[src/rtl/fir_out_shaper_if.sv]
// Stream bundle for fir_out_shaper: FIR-side sample strobe and sink-side valid/ready.
interface fir_out_shaper_if #(
  parameter int unsigned DIN_BITS  = 24,
  parameter int unsigned DOUT_BITS = 16
);
  logic [DIN_BITS-1:0]  in_data;
  logic                 in_valid;
  logic [DOUT_BITS-1:0] out_data;
  logic                 out_valid;
  logic                 out_ready;

  modport master (
    output in_data,
    output in_valid,
    output out_ready,
    input  out_data,
    input  out_valid
  );

  modport slave (
    input  in_data,
    input  in_valid,
    input  out_ready,
    output out_data,
    output out_valid
  );
endinterface

[src/rtl/fir_out_shaper.sv]
// FIR output stage: decimate, round/shift, saturate, then buffer in a show-ahead FIFO.
// Define FIR_OUT_CONVERGENT_EN for round-half-to-even instead of round-half-up.
module fir_out_shaper #(
  parameter int unsigned DIN_BITS   = 24,
  parameter int unsigned DOUT_BITS  = 16,
  parameter int unsigned SHIFT      = 8,
  parameter int unsigned DECIM      = 1,
  parameter int unsigned FIFO_DEPTH = 4,
  parameter int unsigned FIFO_AW    = 2
) (
  input  logic             clk,
  input  logic             reset,
  input  logic             clear,
  fir_out_shaper_if.slave  bus,
  output logic             sat,
  output logic             overflow
);

  localparam int unsigned CntW = FIFO_AW + 1;
  localparam logic [7:0] DecimLast = 8'(DECIM - 1);
  localparam logic signed [DIN_BITS:0] One = (DIN_BITS + 1)'(1);
  localparam logic signed [DIN_BITS:0] RoundHalf = One <<< (SHIFT - 1);
  localparam logic signed [DIN_BITS:0] SatMax =
      {{(DIN_BITS - DOUT_BITS + 2){1'b0}}, {(DOUT_BITS - 1){1'b1}}};
  localparam logic signed [DIN_BITS:0] SatMin =
      {{(DIN_BITS - DOUT_BITS + 2){1'b1}}, {(DOUT_BITS - 1){1'b0}}};
  localparam logic [CntW-1:0] FullCount = CntW'(FIFO_DEPTH);

  logic [7:0]              dcnt_q, dcnt_d;
  logic                    accept;
  logic signed [DIN_BITS:0] ext, summed, shifted, rounded;
  logic [DOUT_BITS-1:0]    clipped;
  logic                    clip;
  logic                    s1_v_q, s1_sat_q;
  logic [DOUT_BITS-1:0]    s1_data_q;
  logic [DOUT_BITS-1:0]    mem_q [FIFO_DEPTH];
  logic [FIFO_AW-1:0]      wr_ptr_q, rd_ptr_q;
  logic [CntW-1:0]         count_q;
  logic                    overflow_q;
  logic                    full, rd_en, wr_en, drop;

  // Decimation: only the sample that arrives with dcnt at zero is kept.
  always_comb begin
    dcnt_d = dcnt_q;
    if (clear) begin
      dcnt_d = '0;
    end else if (bus.in_valid) begin
      dcnt_d = (dcnt_q == DecimLast) ? '0 : dcnt_q + 8'd1;
    end
    accept = bus.in_valid && (dcnt_q == '0);
  end

  always_comb begin
    ext     = {bus.in_data[DIN_BITS-1], bus.in_data};
    summed  = ext + RoundHalf;
    shifted = summed >>> SHIFT;
    rounded = shifted;
`ifdef FIR_OUT_CONVERGENT_EN
    // Exact tie rounded up to an odd value: step back to the even neighbour.
    if ((bus.in_data[SHIFT-1:0] == RoundHalf[SHIFT-1:0]) && shifted[0]) begin
      rounded = shifted - One;
    end
`endif
    clip    = 1'b0;
    clipped = rounded[DOUT_BITS-1:0];
    if (rounded > SatMax) begin
      clip    = 1'b1;
      clipped = SatMax[DOUT_BITS-1:0];
    end else if (rounded < SatMin) begin
      clip    = 1'b1;
      clipped = SatMin[DOUT_BITS-1:0];
    end
  end

  always_comb begin
    full  = (count_q == FullCount);
    rd_en = (count_q != '0) && bus.out_ready;
    wr_en = s1_v_q && (!full || rd_en);
    drop  = s1_v_q && !wr_en;
  end

  always_ff @(posedge clk or posedge reset) begin
    if (reset) begin
      dcnt_q    <= '0;
      s1_v_q    <= 1'b0;
      s1_sat_q  <= 1'b0;
      s1_data_q <= '0;
    end else begin
      dcnt_q <= dcnt_d;
      s1_v_q <= accept && !clear;
      if (accept) begin
        s1_sat_q  <= clip;
        s1_data_q <= clipped;
      end
    end
  end

  always_ff @(posedge clk or posedge reset) begin
    if (reset) begin
      wr_ptr_q   <= '0;
      rd_ptr_q   <= '0;
      count_q    <= '0;
      overflow_q <= 1'b0;
    end else if (clear) begin
      wr_ptr_q   <= '0;
      rd_ptr_q   <= '0;
      count_q    <= '0;
      overflow_q <= 1'b0;
    end else begin
      if (wr_en) wr_ptr_q <= wr_ptr_q + FIFO_AW'(1);
      if (rd_en) rd_ptr_q <= rd_ptr_q + FIFO_AW'(1);
      count_q <= count_q + CntW'(wr_en) - CntW'(rd_en);
      if (drop) overflow_q <= 1'b1;
    end
  end

  // Clear leaves stored words in place; only reset wipes the array.
  always_ff @(posedge clk or posedge reset) begin
    if (reset) begin
      for (int i = 0; i < FIFO_DEPTH; i++) mem_q[i] <= '0;
    end else if (wr_en && !clear) begin
      mem_q[wr_ptr_q] <= s1_data_q;
    end
  end

  always_comb begin
    bus.out_data  = mem_q[rd_ptr_q];
    bus.out_valid = (count_q != '0);
    sat           = s1_v_q && s1_sat_q;
    overflow      = overflow_q;
  end

endmodule

[src/flat_wrapper.sv]
// flat-port wrapper written by rule: the top's interface ports become plain ports
module fir_out_shaper_flat 
#(
  parameter int unsigned DIN_BITS   = 24,
  parameter int unsigned DOUT_BITS  = 16,
  parameter int unsigned SHIFT      = 8,
  parameter int unsigned DECIM      = 1,
  parameter int unsigned FIFO_DEPTH = 4,
  parameter int unsigned FIFO_AW    = 2
)
  (clk, reset, clear, sat, overflow, bus_in_data, bus_in_valid, bus_out_ready, bus_out_data, bus_out_valid);
  fir_out_shaper_if #(.DIN_BITS(DIN_BITS), .DOUT_BITS(DOUT_BITS)) bus_i ();
  input  logic clk;
  input  logic reset;
  input  logic clear;
  output logic sat;
  output logic overflow;
  input wire logic [$bits(bus_i.in_data)-1:0] bus_in_data;
  input wire logic [$bits(bus_i.in_valid)-1:0] bus_in_valid;
  input wire logic [$bits(bus_i.out_ready)-1:0] bus_out_ready;
  output wire logic [$bits(bus_i.out_data)-1:0] bus_out_data;
  output wire logic [$bits(bus_i.out_valid)-1:0] bus_out_valid;
  assign bus_i.in_data = bus_in_data;
  assign bus_i.in_valid = bus_in_valid;
  assign bus_i.out_ready = bus_out_ready;
  assign bus_out_data = bus_i.out_data;
  assign bus_out_valid = bus_i.out_valid;
  fir_out_shaper #(.DIN_BITS(DIN_BITS), .DOUT_BITS(DOUT_BITS), .SHIFT(SHIFT), .DECIM(DECIM), .FIFO_DEPTH(FIFO_DEPTH), .FIFO_AW(FIFO_AW)) u_core (.clk(clk), .reset(reset), .clear(clear), .bus(bus_i), .sat(sat), .overflow(overflow));
endmodule
[config.mk]
export PLATFORM = sky130hd
export DESIGN_NAME = fir_out_shaper_flat
export DESIGN_NICKNAME = d
export VERILOG_FILES = /design/src/rtl/fir_out_shaper_if.sv /design/src/rtl/fir_out_shaper.sv /design/src/flat_wrapper.sv
export SDC_FILE = /design/constraint.sdc
export NUM_CORES = 1
export LEC_CHECK = 0
export BUFFER_PORTS_ARGS = -buffer_cell sky130_fd_sc_hd__buf_2
export CAP_MARGIN = 30
export CELL_PAD_IN_SITES_DETAIL_PLACEMENT = 1
export CELL_PAD_IN_SITES_GLOBAL_PLACEMENT = 1
export CORE_ASPECT_RATIO = 2
export CORE_UTILIZATION = 45
export DETAILED_ROUTE_END_ITERATION = 10
export GPL_ROUTABILITY_DRIVEN = 0
export PLACE_DENSITY_LB_ADDON = 0.15
export SLEW_MARGIN = 25
export SYNTH_ARGS = -nofsm -noshare
export SYNTH_HDL_FRONTEND = slang
export SYNTH_SLANG_ARGS = --single-unit
[constraint.sdc]
create_clock -name clk -period 6 [get_ports clk]
set_input_delay 1.2 -clock clk [delete_from_list [all_inputs] [get_ports clk]]
set_output_delay 1.2 -clock clk [all_outputs]
set_load 0.02 [all_outputs]
[After elaboration in Yosys (flattened, before gate mapping)]
Index checks and enable logic that the tools add are counted.
Cells by class
  $add $sub $neg: 6
  order comparisons: 5
  equality and inequality tests: 1
  multiplexer cells: 20
  bitwise operators: 2
  reduce and logical (&&, ||, !) cells: 18
Operators by type and width (count)
  two-way mux 16 bit: 5
  bitwise mux 64 bit: 1
  binary-select mux 16 bit (select 2 bit): 1
  demux 16 bit (select 2 bit): 1
  adder 24 x 9 -> 25 bit (second input constant): 1
  two-way mux 8 bit: 3
  > comparator 17 x 16 -> 1 bit (second input constant): 1
  less-than comparator 17 x 16 -> 1 bit (second input constant): 1
  adder 8 x 1 -> 8 bit (second input constant): 1
  logical AND 1 bit: 8
  logical NOT 8 bit: 1
  two-way mux 2 bit: 4
  nonzero test 2 bit: 4
  >= comparator 3 bit (second input constant): 2
  NOT 2 -> 3 bit: 2
  adder 2 x 1 -> 2 bit (second input constant): 2
  two-way mux 1 bit: 4
  adder 3 x 1 -> 3 bit: 1
  == test 3 bit (second input constant): 1
  logical NOT 1 bit: 3
  less-than comparator 3 x 1 -> 1 bit (second input constant): 1
  two-way mux 3 bit: 1
  nonzero test 3 bit: 1
  subtractor 3 x 1 -> 3 bit: 1
  logical OR 1 bit: 1
Storage, ports and cells
  bits in registers: 98
  word-level logic and storage cells: 64

[Logic depth before layout (Yosys ltp)]
  depth after elaboration: 8
  mapped depth: 9

[Worst setup path after synthesis]
Ideal clock, no wire load.
  path type: input -> register
  from: input port bus_out_ready
  to: register u_core.count_q[2]
  library setup time: 131 ps
  arrival: 2650 ps
  path slack: 3219 ps
  stages on the path: 7
  cell sequence: nor4b_1 > nand2b_1 > inv_1 > ha_1 > fa_1 > xnor2_1 > nor2_1
On the way
  longest elaborated chain between the ends: 6
Ends and longest elaborated chain
  from (decl): line flat_wrapper.sv:20  | input wire logic [$bits(bus_i.out_ready)-1:0] bus_out_ready;
  logical AND 1 bit (*): line fir_out_shaper.sv:77  | rd_en = (count_q != '0) && bus.out_ready;
  logical OR 1 bit: line fir_out_shaper.sv:78  | wr_en = s1_v_q && (!full || rd_en);
  logical AND 1 bit: line fir_out_shaper.sv:78
  adder 3 x 1 -> 3 bit: line fir_out_shaper.sv:112  | count_q <= count_q + CntW'(wr_en) - CntW'(rd_en);
  subtractor 3 x 1 -> 3 bit (*): line fir_out_shaper.sv:112
  two-way mux 3 bit (*): line fir_out_shaper.sv:104  | end else if (clear) begin
  to (signal assigned): line fir_out_shaper.sv:112
  to (decl): line fir_out_shaper.sv:38  | logic [CntW-1:0] count_q;
Every way passes the cells marked *; elsewhere a longest branch is shown, timed or not.
A chain may end at the register's enable or synchronous reset.

[Worst setup path in the final report]
  from: register u_core.rd_ptr_q[0]
  to: output port bus_out_data[14]
On the way
  longest elaborated chain between the ends: 4
Ends and longest elaborated chain
  from (decl): line fir_out_shaper.sv:37  | logic [FIFO_AW-1:0] wr_ptr_q, rd_ptr_q;
  from (signal assigned): line fir_out_shaper.sv:111  | if (rd_en) rd_ptr_q <= rd_ptr_q + FIFO_AW'(1);
  NOT 2 -> 3 bit (implied by the code): line fir_out_shaper.sv:127  | bus.out_data = mem_q[rd_ptr_q];
  binary-select mux 16 bit (select 2 bit): line fir_out_shaper.sv:127
  two-way mux 16 bit (implied by the code) (2 in a row): line fir_out_shaper.sv:127
  to (decl): line flat_wrapper.sv:21  | output wire logic [$bits(bus_i.out_data)-1:0] bus_out_data;
Every way passes these cells. The select of a mux whose other input is x is not followed.

==> results.cfg <==
[run_status]
status = complete, no violations

[yosys]
synth_cell_types = 45
yosysSeqAreaShare_pct = 51.07
synth_seq_cells = 98
synth_cells = 366
yosysWarnings = 0
synth_fp_nets = 405
avgSynthCellArea_um2 = 13.12
syn-cell-area_um2 = 4802

[critical_path]
worstPathMaxFanout = 16
critPathKind = reg2out
r2r_cells = 8
crit_buf_inv = 2
cp-end-kind = primary output
critPathTopFamily = multiplexers
startpoint_type = flop
worstPathRequired_ns = 4.80
worstReg2RegStart = u_core.dcnt_q[0]
slowest_delay_ns = 0.57
cp.arrival_ns = 1.84
slowest_stage = mux4_2
cp_cell_sequence = buf_4, mux4_2, buf_2
r2r-end = u_core.s1_data_q[2]
r2r_slack_ns = 3.51

[clock_network]
clock_path_buffers = 2
cts.sinks = 98
cts_root_buf = clkbuf_16
clkTransAtPathRegs_ns = 0.06
h-tree-depth = 3
postCtsHoldBufs = 0
clock_latency_ns = 0.34
numCtsBuffers = 9
cts_setup_buffers = 0
cts_tree = done
cts.repair.resized = 0

[pwr]
p_leak_uw = 0.002416
p_int_uw = 1467
power_switching_uw = 655.0
share_seq_of_total_power_pct = 42.2
p_sw_share_pct = 30.86
p_clk_share_pct = 28.0
vdd_drop_max_mv = 0.2339
power_density_nw_per_um2 = 391.6
p_comb_share_pct = 29.8

[place]
io_buffers = 40
dp_hpwl_mm = 7.279

[min_path]
hold_start = u_core.overflow
hold_path_class = reg2reg
holdPathStages = 2
min_to = u_core.overflow

[detailed_routing]
wl_per_cell_um = 19.02
drtAntennaViolNets = 0
first_iter_violations = 177
drt_first_pass_iters = 4
vias = 3002
drc = 0
routed_wl_mm = 10.46
routed_via_density = 5.458

[layout]
layout_commonest_cell = dfrtp_1
final_cell_mix = 98 x dfrtp_1, 60 x mux2_2, 40 x buf_2
num_antenna_cells = 0
final_layout_size_suffix_gt1_share_pct = 40.19
fin_util_pct = 52.05
final_nets = 447
fill_cells = 1126
syn_to_final_growth_pct = 12.85

[sta]
fin_crit_ns = 3.042
period_share_pct = 50.71
rsz0062_at_grt = no
setup_viol = 0
maxSlewViolCount = 0
finalClockSkew_ns = 0.008752
worstMarginPinSlew_ns = 0.8344
tns_ns = 0
max_slew_margin_pct = 44.22
max_freq_ghz = 0.3287
hold_viol = 0

[global_route]
grt_pass1_wl_mm = 17.24
gr-usage-all-layers_pct = 21.04
grt_max_degree = 51
antenna_found_initial = 0
grt_pass1_vias = 3355
overflow = 0

[die]
initial_core_util_pct = 46.12
io_pins = 48
coreArea_um2 = 10410
fp.dieH_um = 148.1
num_rows = 53
die-area_um2 = 11110
die_w_um = 75.05

[flow_run]
cap_viol_max_count = 0
## layout make-up
type	instances	area [um^2]	area share, %
sequential	98	2452	45.26
multi-input combinational	237	2166	39.97
timing repair buffer	45	257.7	4.756
clock buffer	11	242.7	4.479
tap	137	171.4	3.163
inverter	17	66.31	1.224
clock inverter	5	62.56	1.154
## per-layer routing
metal / global-route usage (%) / share of wire, % / vias up / wire, um
met5: 0 / 0 / - / 0
met2: 35.86 / 54 / 45 / 5689
met1: 25.69 / 40 / 1552 / 4193
met3: 3.930 / 3.1 / 14 / 323
li1: - / - / 1391 / -
met4: 8.113 / 2.4 / 0 / 252
## power groups by stage
stage / registers, uW / clock network (uW) / logic (uW)
floorplan: 874 / 0 / 493
global placement: 897 / 0 / 620
detailed placement: 912 / 0 / 645
CTS: 899 / 610 / 648
global route: 915 / 633 / 690
finish: 895 / 594 / 633
## registers in the layout, indices dropped and copies added, names as in the netlist
register	cells
u_core.count_q	3
u_core.dcnt_q	8
u_core.mem_q	64
u_core.overflow	1
u_core.rd_ptr_q	2
u_core.s1_data_q	16
u_core.s1_sat_q	1
u_core.s1_v_q	1
u_core.wr_ptr_q	2
## worst reg2reg max path, stage by stage (launching register included)
cell	delay, ns
dfrtp_1	0.45
inv_1	0.09
ha_1	0.14
or4b_1	0.48
nor3_2	0.18
and3_1	0.18
buf_4	0.39
nand2_2	0.21
o22a_1	0.25
## synth_stat cells, drive strengths merged
cell type,number,area (um^2)
dfrtp,98,2452
mux2,60,675.7
nor2,26,125.1
nand2,22,95.09
inv,17,63.81
mux4,16,360.4
a31oi,12,143.9
nand3,12,60.06
buf,10,95.09
xnor2,10,87.58
xor2,10,87.58
ha,9,112.6
o21ai,8,40.04
a21oi,6,30.03
and2,6,37.54
nor3,5,30.03
o22a,5,43.79
and3,4,25.02
clkbuf,4,25.02
nand4,4,25.02
nor2b,3,18.77
and4,2,17.52
nand4b,2,17.52
nor4,2,12.51
or3,2,12.51
a32o,1,10.01
and3b,1,8.760
fa,1,20.02
mux2i,1,10.01
nand2b,1,6.260
nand3b,1,7.510
nor3b,1,12.51
nor4b,1,8.760
o22ai,1,6.260
o31ai,1,7.510
or4b,1,10.01
## per-stage QoR
stage,setup WS (ns),instance area (um^2),hold slack [ns],total power [uW],cells
2_1_floorplan,2.238,4802,0.4446,1367,366
3_3_place_gp,2.858,5086,0.4577,1518,533
3_5_place_dp,2.779,5114,0.4759,1558,534
4_1_cts,2.902,5419,0.5033,2157,550
5_1_grt,2.868,5419,0.5159,2238,550
6_report,2.958,5419,0.4969,2122,550
## cell families (layout without fill, tap and decap cells)
| family | Yosys count | in the layout | synth area share (%) |
|---|---|---|---|
| and+or+nand+nor | 96 | 96 | 11.05 |
| xor gates and xnor gates | 20 | 20 | 3.648 |
| DFF | 98 | 98 | 51.07 |
| muxes | 77 | 77 | 21.78 |
| AOI/OAI and AO/OA | 34 | 34 | 5.863 |
| buffers and inverters | 31 | 78 | 3.830 |
| adders and majority gates | 10 | 10 | 2.762 |
## worst max-delay path by stage
stage | startpoint | cells after the start | slack [ns] | to
detailed placement | bus_out_ready | 8 | 2.78 | u_core.count_q[2]
floorplan | reset | 1 | 2.24 | u_core.count_q[0]
CTS | u_core.rd_ptr_q[0] | 3 | 2.90 | bus_out_data[14]
global placement | bus_in_data[11] | 6 | 2.86 | u_core.s1_data_q[4]
finish | u_core.rd_ptr_q[0] | 3 | 2.96 | bus_out_data[14]
global route | u_core.rd_ptr_q[0] | 3 | 2.87 | bus_out_data[14]
Power figures use the tool's default switching activity.
